`config.mk`:
```
export PLATFORM = sky130hd
export DESIGN_NAME = pixel_event_requester
export DESIGN_NICKNAME = d
export VERILOG_FILES = /design/src/rtl/pixel_event_requester.sv
export SDC_FILE = /design/constraint.sdc
export NUM_CORES = 1
export LEC_CHECK = 0
export ABC_AREA = 1
export CORE_UTILIZATION = 30
export CTS_CLUSTER_DIAMETER = 120
export CTS_CLUSTER_SIZE = 24
export DETAILED_ROUTE_END_ITERATION = 10
export PLACE_DENSITY_LB_ADDON = 0.08
export SLEW_MARGIN = 10
export SYNTH_ARGS = -nofsm -noshare
export SYNTH_HDL_FRONTEND = slang
export SYNTH_SLANG_ARGS = --single-unit
```
`constraint.sdc`:
```
create_clock -name grp_release_clk -period 3.1 [get_ports grp_release_clk]
set_input_delay 0.62 -clock grp_release_clk [delete_from_list [all_inputs] [get_ports grp_release_clk]]
set_output_delay 0.62 -clock grp_release_clk [all_outputs]
set_load 0.02 [all_outputs]
```
`src/rtl/pixel_event_requester.sv`:
```
// pixel_event_requester
//   Pixel-side front end of the pixel-level arbiter. Each pixel latches a
//   one-cycle event into a request, holds it until granted, then stays blind
//   for a refractory period. Group membership is frozen while a group is being
//   served: late events wait in PENDING until the arbiter's group release.
//
// Ports
//   grp_release_clk  block clock
//   reset_i          asynchronous, active-high reset
//   enable_i         level enable from the hierarchy
//   event_i          one-cycle event pulses, one per pixel
//   gnt_i            one-hot grant from the arbiter
//   grp_release_i    arbiter group release (current group fully served)
//   req_o            per-pixel requests (ARMED & enable_i)
//   grp_enable_o     group active and no pixel left ARMED
//   pending_o        some pixel is waiting for the next group
//   drop_cnt_o       saturating count of dropped events
//   gnt_err_o        sticky: grant to a non-ARMED pixel or multi-hot grant

// Per-pixel request FSM.
//   evt/gnt        this pixel's event and grant
//   group_active   block-level group register (decides ARMED vs PENDING)
//   armed          current state is ARMED
//   armed_nxt      next state is ARMED (feeds the group register)
//   pending        current state is PENDING
//   drop           an accepted event hit a busy pixel this cycle
//   gnt_bad        grant arrived while not ARMED
module pixel_event_cell #(
  parameter int REFRACT_CYC = 3
) (
  input  logic grp_release_clk,
  input  logic reset_i,
  input  logic enable,
  input  logic evt,
  input  logic gnt,
  input  logic grp_release,
  input  logic group_active,
  output logic armed,
  output logic armed_nxt,
  output logic pending,
  output logic drop,
  output logic gnt_bad
);

  // Counter must hold REFRACT_CYC; keep at least one bit when it is 0.
  localparam int RW = (REFRACT_CYC > 0) ? $clog2(REFRACT_CYC + 1) : 1;

  typedef enum logic [1:0] {IDLE, ARMED, PENDING, REFRACT} state_t;

  state_t         state, state_nxt;
  logic [RW-1:0]  cnt, cnt_nxt;

  always_ff @(posedge grp_release_clk or posedge reset_i) begin
    if (reset_i) begin
      state <= IDLE;
      cnt   <= '0;
    end else begin
      state <= state_nxt;
      cnt   <= cnt_nxt;
    end
  end

  always_comb begin
    state_nxt = state;
    cnt_nxt   = cnt;
    unique case (state)
      IDLE: begin
        // A release in the same cycle opens the new group, so join it.
        if (enable && evt)
          state_nxt = (!group_active || grp_release) ? ARMED : PENDING;
      end
      ARMED: begin
        if (!enable) begin
          state_nxt = IDLE;
        end else if (gnt) begin
          if (REFRACT_CYC == 0) begin
            state_nxt = IDLE;
          end else begin
            state_nxt = REFRACT;
            cnt_nxt   = RW'(REFRACT_CYC);
          end
        end
      end
      PENDING: begin
        if (!enable)          state_nxt = IDLE;
        else if (grp_release) state_nxt = ARMED;
      end
      REFRACT: begin
        // Hold-off keeps running even while the level is disabled.
        cnt_nxt = cnt - RW'(1);
        if (cnt == RW'(1)) state_nxt = IDLE;
      end
    endcase
  end

  always_comb begin
    armed     = (state == ARMED);
    armed_nxt = (state_nxt == ARMED);
    pending   = (state == PENDING);
    drop      = enable & evt & (state != IDLE);
    gnt_bad   = gnt & (state != ARMED);
  end

endmodule

module pixel_event_requester #(
  parameter int Lvl_ROWS    = 2,
  parameter int Lvl_COLS    = 2,
  parameter int REFRACT_CYC = 3,
  parameter int CNT_W       = 8
) (
  input  logic                               grp_release_clk,
  input  logic                               reset_i,
  input  logic                               enable_i,
  input  logic [Lvl_ROWS-1:0][Lvl_COLS-1:0]  event_i,
  input  logic [Lvl_ROWS-1:0][Lvl_COLS-1:0]  gnt_i,
  input  logic                               grp_release_i,
  output logic [Lvl_ROWS-1:0][Lvl_COLS-1:0]  req_o,
  output logic                               grp_enable_o,
  output logic                               pending_o,
  output logic [CNT_W-1:0]                   drop_cnt_o,
  output logic                               gnt_err_o
);

  localparam int N  = Lvl_ROWS * Lvl_COLS;
  localparam int SW = $clog2(N + 1);

  logic [Lvl_ROWS-1:0][Lvl_COLS-1:0] armed, armed_nxt, pend, drop, gnt_bad;
  logic                              group_active, group_active_nxt;
  logic [SW-1:0]                     ndrop;
  logic [CNT_W+SW-1:0]               cnt_sum;
  logic [CNT_W-1:0]                  cnt_nxt;
  logic                              multi_hot;

  for (genvar r = 0; r < Lvl_ROWS; r++) begin : g_row
    for (genvar c = 0; c < Lvl_COLS; c++) begin : g_col
      pixel_event_cell #(.REFRACT_CYC(REFRACT_CYC)) u_cell (
        .grp_release_clk (grp_release_clk),
        .reset_i         (reset_i),
        .enable          (enable_i),
        .evt             (event_i[r][c]),
        .gnt             (gnt_i[r][c]),
        .grp_release     (grp_release_i),
        .group_active    (group_active),
        .armed           (armed[r][c]),
        .armed_nxt       (armed_nxt[r][c]),
        .pending         (pend[r][c]),
        .drop            (drop[r][c]),
        .gnt_bad         (gnt_bad[r][c])
      );
    end
  end

  // Release restarts membership from the pixels armed for the new group;
  // otherwise the group only grows until released. Disable tears it down.
  always_comb begin
    if (!enable_i)          group_active_nxt = 1'b0;
    else if (grp_release_i) group_active_nxt = |armed_nxt;
    else                    group_active_nxt = group_active | (|armed_nxt);
  end

  // Several pixels may drop in one cycle; sum in a wider adder, then clamp.
  always_comb begin
    ndrop     = SW'($countones(drop));
    cnt_sum   = {{SW{1'b0}}, drop_cnt_o} + {{CNT_W{1'b0}}, ndrop};
    cnt_nxt   = (cnt_sum > {{SW{1'b0}}, {CNT_W{1'b1}}}) ? {CNT_W{1'b1}}
                                                        : cnt_sum[CNT_W-1:0];
    multi_hot = ($countones(gnt_i) > 1);
  end

  always_ff @(posedge grp_release_clk or posedge reset_i) begin
    if (reset_i) begin
      group_active <= 1'b0;
      drop_cnt_o   <= '0;
      gnt_err_o    <= 1'b0;
    end else begin
      group_active <= group_active_nxt;
      drop_cnt_o   <= cnt_nxt;
      gnt_err_o    <= gnt_err_o | (|gnt_bad) | multi_hot;
    end
  end

  // Enable masks requests combinationally so the arbiter sees them vanish
  // in the same cycle, before the pixel states are torn down.
  always_comb begin
    req_o        = armed & {N{enable_i}};
    grp_enable_o = group_active & ~(|armed);
    pending_o    = |pend;
  end

endmodule

```
==> results.json <==
{
  "yosysSeqAreaShare_pct": 39.5,
  "synthTopCellsByCount": "nand2_1, inv_1, dfrtp_1, nor2_1, a21oi_1",
  "peakVddDrop_v": 0.000349,
  "routed_wl_um": 3710,
  "vias": 1455,
  "reg2reg_from": "g_row[1].g_col[0].u_cell.state[0]",
  "avgSynthCellArea_um2": 7.30,
  "outcome": "finished clean",
  "place_ws_ns": -0.145,
  "r2r_cells": 12,
  "final_nets": 282,
  "yosys_warnings": 0,
  "worst_hold_path.endpoint": "g_row[0].g_col[0].u_cell.cnt[0]",
  "drt_first_pass_iters": 4,
  "rsz0062_at_grt": "no",
  "area_delta_synth_final_pct": 27.1,
  "synthFlopType": "dfrtp_1",
  "rrSetupSlack_ns": 0.43,
  "ctsHoldBuffers": 0,
  "synth-edff-count": 0,
  "critPathSlowestCell": "clkdlybuf4s50_1",
  "core_area_um2": 5200,
  "critPathCaptureType": "register",
  "ctsLongestPathBuffers": 2,
  "whs_path_depth": 1,
  "period_needed_ns": 2.88,
  "synth_nets": 247,
  "grt_pass1_wl_um": 6670,
  "netlist_area_um2": 1650,
  "synth_top_family_by_area": "simple AND/OR/NAND/NOR gates",
  "ys_async_sr_fraction_pct": 100,
  "drive_gt1_share_pct": 10.0,
  "routedWlPerCell_um": 11.2,
  "synth_area_leaders": "dfrtp_1, nand2_1, inv_1",
  "synthAdderAreaFrac_pct": 8.65,
  "num_io_pins": 27,
  "worstHoldStart": "g_row[0].g_col[0].u_cell.cnt[0]",
  "synthSimpleGateAreaFrac_pct": 26.1,
  "startpoint": "event_i[2]",
  "multi_input_area_um2": 798,
  "fin_area_um2": 2100,
  "hp-class": "register to register",
  "numClockSinks": 26,
  "fin_crit_sh_pct": 93.0,
  "drc_errors": 0,
  "grt_max_degree": 27,
  "placed_cell_area_um2": 2020,
  "relSlewSlack_pct": 76.4,
  "crit_type": "input pin to register",
  "required_ns": 3.30,
  "synth_area_leader_cell": "dfrtp_1",
  "grt_pass1_vias": 1460,
  "yosysUniqueCellTypes": 25,
  "start_util_pct": 31.7,
  "clk_latency_ns": 0.28,
  "regArea_um2": 651,
  "vias_per_cell": 4.41,
  "grt_usage_pct": 14.3,
  "critPathLaunchType": "input pin",
  "maxCapViolCount": 0,
  "power.density_nw_per_um2": 913,
  "path_cells": "clkdlybuf4s50_1 -> nand2_2 -> inv_2 -> nand2_1 -> fa_1 -> fa_1 -> inv_1 -> fa_1 -> nand2_1 -> nor2_2 -> nand4_1 -> buf_4 -> o21ai_0",
  "clk_pin_slew_worst_paths_ns": 0.10,
  "design.die.area_um2": 5800,
  "synthXorXnorAreaFrac_pct": 1.59,
  "cts-root-buf": "clkbuf_8",
  "dp_hpwl_um": 2930,
  "r2r-end": "drop_cnt_o[2]",
  "worst_clock_skew_ns": 0.00787,
  "synth.most_common_cell": "nand2_1",
  "syn_inst": 226,
  "diodes": 0,
  "finalPower_w": 0.00191,
  "p_leak_nw": 1.14,
  "critPathMaxFanout": 4,
  "htree_levels": 1,
  "crit_top_cell": "fa_1",
  "port_buffers": 26,
  "synth_top_area_share_pct": 39.5,
  "die_x_um": 76.1,
  "synth-seq-cells": 26,
  "initialDrtViolationCount": 35,
  "gp_congestion": 0.787,
  "tightest_slew_ns": 0.354,
  "row_count": 26,
  "cts_inserted_buffers": 3,
  "synth-compound-area-share_pct": 11.9,
  "setup_viol": 0,
  "cpPeakStageDelay_ns": 0.51,
  "grt-ovfl-total": 0,
  "synthMuxAreaShare_pct": 0,
  "antenna_found_initial": 0,
  "max_freq_mhz": 347,
  "finalHoldViolCount": 0,
  "cts_tree": "built",
  "setup_ws_ns": 0.217,
  "die_h_um": 76.1,
  "fin_util_pct": 40.3,
  "worst-endpoint-arrival_ns": 3.08,
  "n_fill_cell": 573,
  "final_antenna_net_count": 0,
  "slew_violations": 0
}
[worst max-delay path, delay by kind of cell]
kind                     cells  cell delay (ns)
adder cells (fa/ha/maj)      3             1.06
AO/OA/AOI/OAI                1             0.07
buffers and inverters        4             0.82
AND/OR/NAND/NOR              5             0.50
[registers in the layout, indices dropped and copies added (netlist names)]
signal and count:
g_row.g_col.u_cell.state 8, gnt_err_o 1, g_row.g_col.u_cell.cnt 8, drop_cnt_o 8, group_active 1
[per-stage QoR]
step                      setup TNS, ns  hold WS (ns)  instances
after floorplan                       0         0.453        226
after global placement           -0.569         0.476        326
after detailed placement          -1.10         0.480        326
after CTS                             0         0.496        330
after global routing                  0         0.524        330
final                                 0         0.492        330
[layer usage]
metal / up-vias / GRT usage [%] / wire (um)
met3: 5 / 2.28 / 124
met2: 29 / 20.5 / 1500
met5: - / 0 / 0
met4: 0 / 5.19 / 55
met1: 649 / 21.6 / 2020
li1: 772 / - / -
[power by group]
part / leakage, nW / internal [W] / total (W) / switching, W
Clock: 0.0357 / 0.000173 / 0.000287 / 0.000114
Sequential: 0.304 / 0.000483 / 0.000629 / 0.000145
Combinational: 0.797 / 0.000410 / 0.000998 / 0.000587
Total: 1.14 / 0.00107 / 0.00191 / 0.000846
[how the worst max path moves through the flow]
stage	endpoint	slack, ns	depth (start not counted)
after global placement	drop_cnt_o[2]	-0.08	13
after global routing	drop_cnt_o[2]	0.01	13
final	drop_cnt_o[2]	0.22	13
after detailed placement	drop_cnt_o[4]	-0.15	13
after CTS	drop_cnt_o[2]	0.13	13
after floorplan	drop_cnt_o[2]	0.34	13
[final cells by class]
cell class | instances | share of cell area (%)
repair buffers | 32 | 14.7
inverters | 48 | 8.60
multi-input cells | 150 | 38.1
flip-flops and latches | 26 | 31.0
clock inverters | 1 | 1.43
clock buffers | 3 | 1.97
well taps | 70 | 4.18
[cell families after synthesis]
family          Yosys count
simple gates            103
flops                    26
compound gates           35
fa+ha+maj                 9
xor+xnor                  3
buf+inv                  50
[what timing repair did]
action	in CTS	in global routing
resized for setup	0	2
setup buffers	0	0
setup endpoints to repair	0	8
[cell usage in the layout (no fill, tap or decap), drive strengths merged]
master,instances
ha,5
fa,4
inv,48
o21ai,15
dlymetal6s2s,1
dfrtp,26
clkbuf,3
o22ai,1
nand3,11
nand4,2
o2111ai,1
a21oi,13
xor2,3
clkdlybuf4s50,25
buf,6
a31oi,3
nor2,30
nor4,1
or2,1
bufinv,1
nand2,58
a2111o,1
o21bai,1
Power figures use the tool's default switching activity.
